**src/rtl/aes_axis_blk_packer_pkg.sv**
```systemverilog
// Shared widths, command bit indices, parser state encoding and the kernel-to-core
// byte swap used by the AES stream input path.
package aes_axis_blk_packer_pkg;

  localparam int BYTE_S = 8;
  localparam int WORD_S = 32;
  localparam int BLK_S  = 4 * WORD_S;

  localparam int CMD_ENC = 0;
  localparam int CMD_KEY = 1;

  typedef enum logic [1:0] {
    S_CMD   = 2'd0,
    S_KEY   = 2'd1,
    S_DATA  = 2'd2,
    S_FLUSH = 2'd3
  } state_t;

  function automatic logic [31:0] swap_bytes32(input logic [31:0] w);
    return {w[0 +: BYTE_S], w[BYTE_S +: BYTE_S], w[2*BYTE_S +: BYTE_S], w[3*BYTE_S +: BYTE_S]};
  endfunction

endpackage

```
**src/rtl/aes_axis_blk_packer_outreg.sv**
```systemverilog
// Single-entry valid/ready holding register. The caller only loads it when it is
// empty or being drained in the same cycle.
module aes_blk_outreg #(
  parameter int W = 8
) (
  input  logic         clock,
  input  logic         reset,
  input  logic         i_load,
  input  logic [W-1:0] i_data,
  input  logic         i_ready,
  output logic         o_valid,
  output logic [W-1:0] o_data
);

  logic         r_valid;
  logic [W-1:0] r_data;

  always_ff @(posedge clock) begin
    if (reset) begin
      r_valid <= 1'b0;
      r_data  <= '0;
    end else if (i_load) begin
      r_valid <= 1'b1;
      r_data  <= i_data;
    end else if (i_ready) begin
      r_valid <= 1'b0;
    end
  end

  assign o_valid = r_valid;
  assign o_data  = r_data;

endmodule

```
**src/rtl/aes_axis_blk_packer.sv**
```systemverilog
// Parses kernel AXI-stream packets (command, optional key, data blocks) into
// byte-order-corrected 128-bit blocks for the AES core.
//
// state   | meaning
// S_CMD   | waiting for the packet command word
// S_KEY   | collecting the 4 key words
// S_DATA  | collecting data blocks until tlast
// S_FLUSH | reserved, recovers to S_CMD
module aes_axis_blk_packer
  import aes_axis_blk_packer_pkg::*;
#(
  parameter int WORD_S = aes_axis_blk_packer_pkg::WORD_S,
  parameter int BLK_S  = aes_axis_blk_packer_pkg::BLK_S
) (
  input  logic              clock,
  input  logic              reset,
  input  logic [WORD_S-1:0] s_axis_tdata,
  input  logic              s_axis_tvalid,
  output logic              s_axis_tready,
  input  logic              s_axis_tlast,
  output logic [0:BLK_S-1]  blk_data,
  output logic [WORD_S-1:0] blk_cmd,
  output logic              blk_is_key,
  output logic              blk_last,
  output logic              blk_valid,
  input  logic              blk_ready,
  output logic              err_frame
);

  state_t                   r_state;
  logic [1:0]               r_wcnt;
  logic [0:BLK_S-WORD_S-1]  r_asm;
  logic [WORD_S-1:0]        r_cmd;
  logic                     r_err;

  logic [WORD_S-1:0]        w_word;
  logic                     w_collect;
  logic                     w_hold;
  logic                     w_tready;
  logic                     w_accept;
  logic                     w_load;
  logic                     w_blk_valid;
  logic [BLK_S+1:0]         w_out;

  assign w_word    = swap_bytes32(s_axis_tdata);
  assign w_collect = (r_state == S_KEY) || (r_state == S_DATA);
  assign w_hold    = w_blk_valid && !blk_ready;
  // Stall only where accepting would overwrite a pending block or its command.
  assign w_tready  = !reset && !(w_hold && ((w_collect && r_wcnt == 2'd3) || r_state == S_CMD));
  assign w_accept  = s_axis_tvalid && w_tready;
  assign w_load    = w_accept && w_collect && (r_wcnt == 2'd3);

  always_ff @(posedge clock) begin
    if (reset) begin
      r_state <= S_CMD;
      r_wcnt  <= 2'd0;
      r_asm   <= '0;
      r_cmd   <= '0;
      r_err   <= 1'b0;
    end else begin
      r_err <= 1'b0;
      case (r_state)
        S_CMD: if (w_accept) begin
          if (s_axis_tlast) begin
            r_err <= 1'b1;
          end else begin
            r_cmd   <= w_word;
            r_state <= w_word[CMD_KEY] ? S_KEY : S_DATA;
          end
        end
        S_KEY, S_DATA: if (w_accept) begin
          if (s_axis_tlast && r_wcnt != 2'd3) begin
            r_err   <= 1'b1;
            r_wcnt  <= 2'd0;
            r_state <= S_CMD;
          end else begin
            r_wcnt <= r_wcnt + 2'd1;
            if (r_wcnt != 2'd3) r_asm[r_wcnt*WORD_S +: WORD_S] <= w_word;
            else r_state <= s_axis_tlast ? S_CMD : S_DATA;
          end
        end
        default: begin
          r_state <= S_CMD;
          r_wcnt  <= 2'd0;
        end
      endcase
    end
  end

  aes_blk_outreg #(.W(BLK_S + 2)) u_outreg (
    .clock   (clock),
    .reset   (reset),
    .i_load  (w_load),
    .i_data  ({r_state == S_KEY, s_axis_tlast, r_asm, w_word}),
    .i_ready (blk_ready),
    .o_valid (w_blk_valid),
    .o_data  (w_out)
  );

  assign s_axis_tready = w_tready;
  assign blk_valid     = w_blk_valid;
  assign blk_is_key    = w_out[BLK_S+1];
  assign blk_last      = w_out[BLK_S];
  assign blk_data      = w_out[BLK_S-1:0];
  assign blk_cmd       = r_cmd;
  assign err_frame     = r_err;

endmodule

```
**config.mk**
```make
export PLATFORM = sky130hd
export DESIGN_NAME = aes_axis_blk_packer
export DESIGN_NICKNAME = d
export VERILOG_FILES = /design/src/rtl/aes_axis_blk_packer_pkg.sv /design/src/rtl/aes_axis_blk_packer_outreg.sv /design/src/rtl/aes_axis_blk_packer.sv
export SDC_FILE = /design/constraint.sdc
export NUM_CORES = 1
export LEC_CHECK = 0
export BUFFER_PORTS_ARGS = -buffer_cell sky130_fd_sc_hd__buf_2
export CELL_PAD_IN_SITES_DETAIL_PLACEMENT = 0
export CELL_PAD_IN_SITES_GLOBAL_PLACEMENT = 2
export CORE_ASPECT_RATIO = 0.7
export CORE_MARGIN = 5
export CORE_UTILIZATION = 37
export CTS_BUF_LIST = sky130_fd_sc_hd__clkbuf_2 sky130_fd_sc_hd__clkbuf_4 sky130_fd_sc_hd__clkbuf_8
export DETAILED_ROUTE_END_ITERATION = 6
export PLACE_DENSITY_LB_ADDON = 0.05
export SYNTH_ARGS = -nofsm -noshare
export SYNTH_HDL_FRONTEND = slang
export SYNTH_HIERARCHICAL = 1
export SYNTH_SLANG_ARGS = --single-unit
```
**constraint.sdc**
```tcl
create_clock -name clock -period 4.5 [get_ports clock]
set_clock_uncertainty 0.2 [all_clocks]
set_input_delay 0 -clock clock [delete_from_list [all_inputs] [get_ports clock]]
set_output_delay 0 -clock clock [all_outputs]
set_load 0.01 [all_outputs]
```
==> flow_metrics.py <==
metrics = {
    "sta": {
        "slew-limit-headroom": 0.273,
        "clock.fmax_mhz": 306,
        "rsz0062_at_grt": "no",
        "finalSetupTns_ns": 0,
        "period_share": 0.726,
        "worstMarginPinSlew_ns": 1.09,
        "hold_viol": 0,
        "period_minus_slack_ns": 3.27,
        "fin_ws_ns": 1.23,
        "hold_slack_ns": 0.111,
        "setup_viol": 0,
        "maxSlewViolCount": 0,
    },
    "power": {
        "max-vdd-ir-drop_mv": 0.189,
        "p_leak_nw": 4.69,
        "power_density_nw_per_um2": 399,
    },
    "critical_path": {
        "worstPathCellList": "inv_1 -> ha_1 -> a21oi_4 -> o21ai_4 -> nor2_4 -> buf_12 -> mux2i_1 -> nor2_1",
        "crit_family": "simple AND/OR/NAND/NOR gates",
        "endpoint_kind": "flop",
        "arrival_ns": 3.46,
        "start_kind": "flop",
        "worstPathRequired_ns": 4.70,
        "slowest_stage": "nor2_4",
        "path_max_fanout": 34,
        "crit_path_max_incr_delay_ns": 0.67,
        "critPathKind": "reg -> reg",
        "crit_buf_inv": 2,
    },
    "flow_run": {
        "maxCapViolations": 0,
    },
    "global_routing": {
        "grt-ovfl-total": 0,
        "antenna_found_initial": 0,
        "grt_pass1_wl_mm": 46.9,
        "grt_pass1_vias": 7951,
        "grt_max_degree": 92,
        "grt_usage": 0.196,
    },
    "synth": {
        "yosysSeqAreaShare": 0.533,
        "async_flop_share": 0,
        "synth_area_um2": 9920,
        "ys.warnings.count": 6,
        "synth_edf_count": 0,
        "ys_ff_latch": 264,
        "syn_avg_cell_area_um2": 9.36,
        "synth_flop_cell": "dfxtp_1",
        "synth.distinct_cells": 34,
        "synth_nets": 1104,
        "synthCells": 1060,
    },
    "die": {
        "fp.dieArea_um2": 30200,
        "io_pins": 202,
        "die_y_um": 147,
        "num_rows": 50,
        "initial_core_util": 0.373,
        "dieWidth_um": 206,
        "core_um2": 26600,
    },
    "clock_network": {
        "numCtsBuffers": 43,
        "cts_sinks": 264,
        "worstSkewPairLatency_ns": 0.54,
        "clock_path_buffers": 3,
        "clk_pin_slew_ns": 0.06,
        "htreeDepth": 2,
        "cts_root_buffer": "clkbuf_8",
        "cts_tree": "yes",
        "cts_resized": 0,
    },
    "drt": {
        "drt_first_pass_iters": 4,
        "wl_mm": 30.5,
        "num_vias": 8124,
        "drt-initial-drc-count": 364,
        "detail-route-antenna-nets": 0,
        "post-route-drc-count": 0,
        "wl_per_cell_um": 18.5,
        "detail_route.vias_per_cell": 4.91,
    },
    "final_layout": {
        "regArea_um2": 5290,
        "fin_cells": 1654,
        "syn_to_final_growth_pct": 23.5,
        "finalInstanceArea_um2": 12300,
        "final_nets": 1309,
        "fillCellCount": 2645,
        "layout-drive-gt1-share": 0.232,
        "multi_input_area_um2": 4140,
        "diodes": 0,
    },
    "placed_design": {
        "numPortBuffers": 201,
        "hpwl_mm": 18.5,
        "dpl.cell_count": 1543,
        "dpl_cell_area_um2": 11000,
        "pre_cts_slack_ns": 1.18,
        "gp_congestion": 0.713,
    },
    "hold_path": {
        "hold_path_class": "in -> reg",
    },
    "status": {
        "status": "complete, no violations",
    },
}
## worst min-delay path, cell delays in order
cell	delay, ns
dlygate4sd3_1	0.52
buf_2	0.11
nand2b_1	0.09
a21oi_1	0.06
## state kept, by name, indices dropped and copies added (netlist names)
name / count
blk_cmd: 32
err_frame: 1
r_asm: 96
r_state: 2
r_wcnt: 2
u_outreg/o_data: 130
u_outreg/o_valid: 1
## power by group
part	internal, mW	leakage, nW	total [mW]	switching, mW
clock	1.12	0.439	2.04	0.920
combinational	0.135	2.12	0.453	0.318
sequential	2.38	2.13	2.40	0.0213
total	3.63	4.69	4.89	1.26
## per-stage QoR
stage	power [mW]	util
after global placement	2.88	0.415
after floorplan	2.72	-
after detailed placement	2.88	0.415
final	4.89	0.461
after global routing	5.12	0.461
after CTS	4.98	0.461
## layer usage
layer / vias up / global-route usage / part of all wire / routed length (µm)
met1: 3885 / 0.282 / 0.49 / 14900
met3: 41 / 0.0499 / 0.060 / 1840
li1: 4024 / - / - / -
met5: - / 0 / 0 / 0
met2: 174 / 0.297 / 0.44 / 13400
met4: 0 / 0.0428 / 0.014 / 439
## path summary, 6_finish.rpt
path / to / slack, ns / from / cells past startpoint
max: u_outreg/o_data[52] / 1.23 / r_state[0] / 8
min: u_outreg/o_valid / 0.11 / blk_ready / 4
max reg2reg: u_outreg/o_data[52] / 1.23 / r_state[0] / 8
min reg2reg: blk_cmd[26] / 0.25 / blk_cmd[26] / 2
## final cells by class
| type | instances | area share |
|---|---|---|
| Clock inverter | 2 | 0.00102 |
| Sequential cell | 264 | 0.431 |
| Clock buffer | 68 | 0.0656 |
| Inverter | 5 | 0.00153 |
| Tap cell | 364 | 0.0372 |
| Multi-Input combinational cell | 700 | 0.338 |
| Timing Repair Buffer | 251 | 0.126 |
## kinds of logic after synthesis
family | share of synthesized area
compound gates | 0.0960
flops | 0.533
fa+ha+maj | 0.00883
simple gates | 0.173
buf+inv | 0.0566
mux | 0.133
## timing repair
item,CTS,global route
setup buffers,0,0
endpoints found under the setup margin,0,0
hold buffers,41,0
endpoints found under the hold margin,188,0
## cells in the mapped netlist (2+ instances only)
library cell,number,area (µm²)
dfxtp_1,264,5290
nor2_1,140,526
mux2i_1,132,1320
a21oi_1,131,656
nand2_1,131,492
nand3_1,64,320
clkbuf_1,33,124
nand4_1,32,200
buf_2,29,145
o21ai_0,27,135
buf_4,15,113
buf_6,13,146
ha_1,7,87.6
nand2b_1,6,37.5
o21ai_1,6,30.0
inv_1,5,18.8
nand4b_1,3,26.3
and4b_1,2,20.0
and4bb_2,2,25.0
nand3b_1,2,15.0
o211a_4,2,35.0
o211ai_2,2,25.0
## layout by cell type (no fill, tap or decap), drive strengths merged
cell | Yosys | routed
nand4 | 32 | 32
mux2i | 132 | 132
ha | 7 | 7
o41ai | 1 | 1
nor2 | 140 | 140
and4bb | 2 | 2
nand3b | 2 | 2
o21ai | 34 | 34
o211a | 2 | 2
nand4b | 3 | 3
a21oi | 132 | 132
clkinv | 0 | 1
nor2b | 1 | 1
o2111a | 1 | 1
a31o | 1 | 1
clkbuf | 33 | 69
dfxtp | 264 | 264
o32ai | 1 | 1
o21a | 1 | 1
nand3 | 64 | 64
inv | 5 | 5
and4b | 2 | 2
or3b | 1 | 1
nor3b | 1 | 1
o211ai | 2 | 2
nand2 | 131 | 131
clkinvlp | 0 | 1
nand2b | 7 | 7
dlygate4sd3 | 0 | 41
buf | 58 | 209
Power figures use the tool's default switching activity.
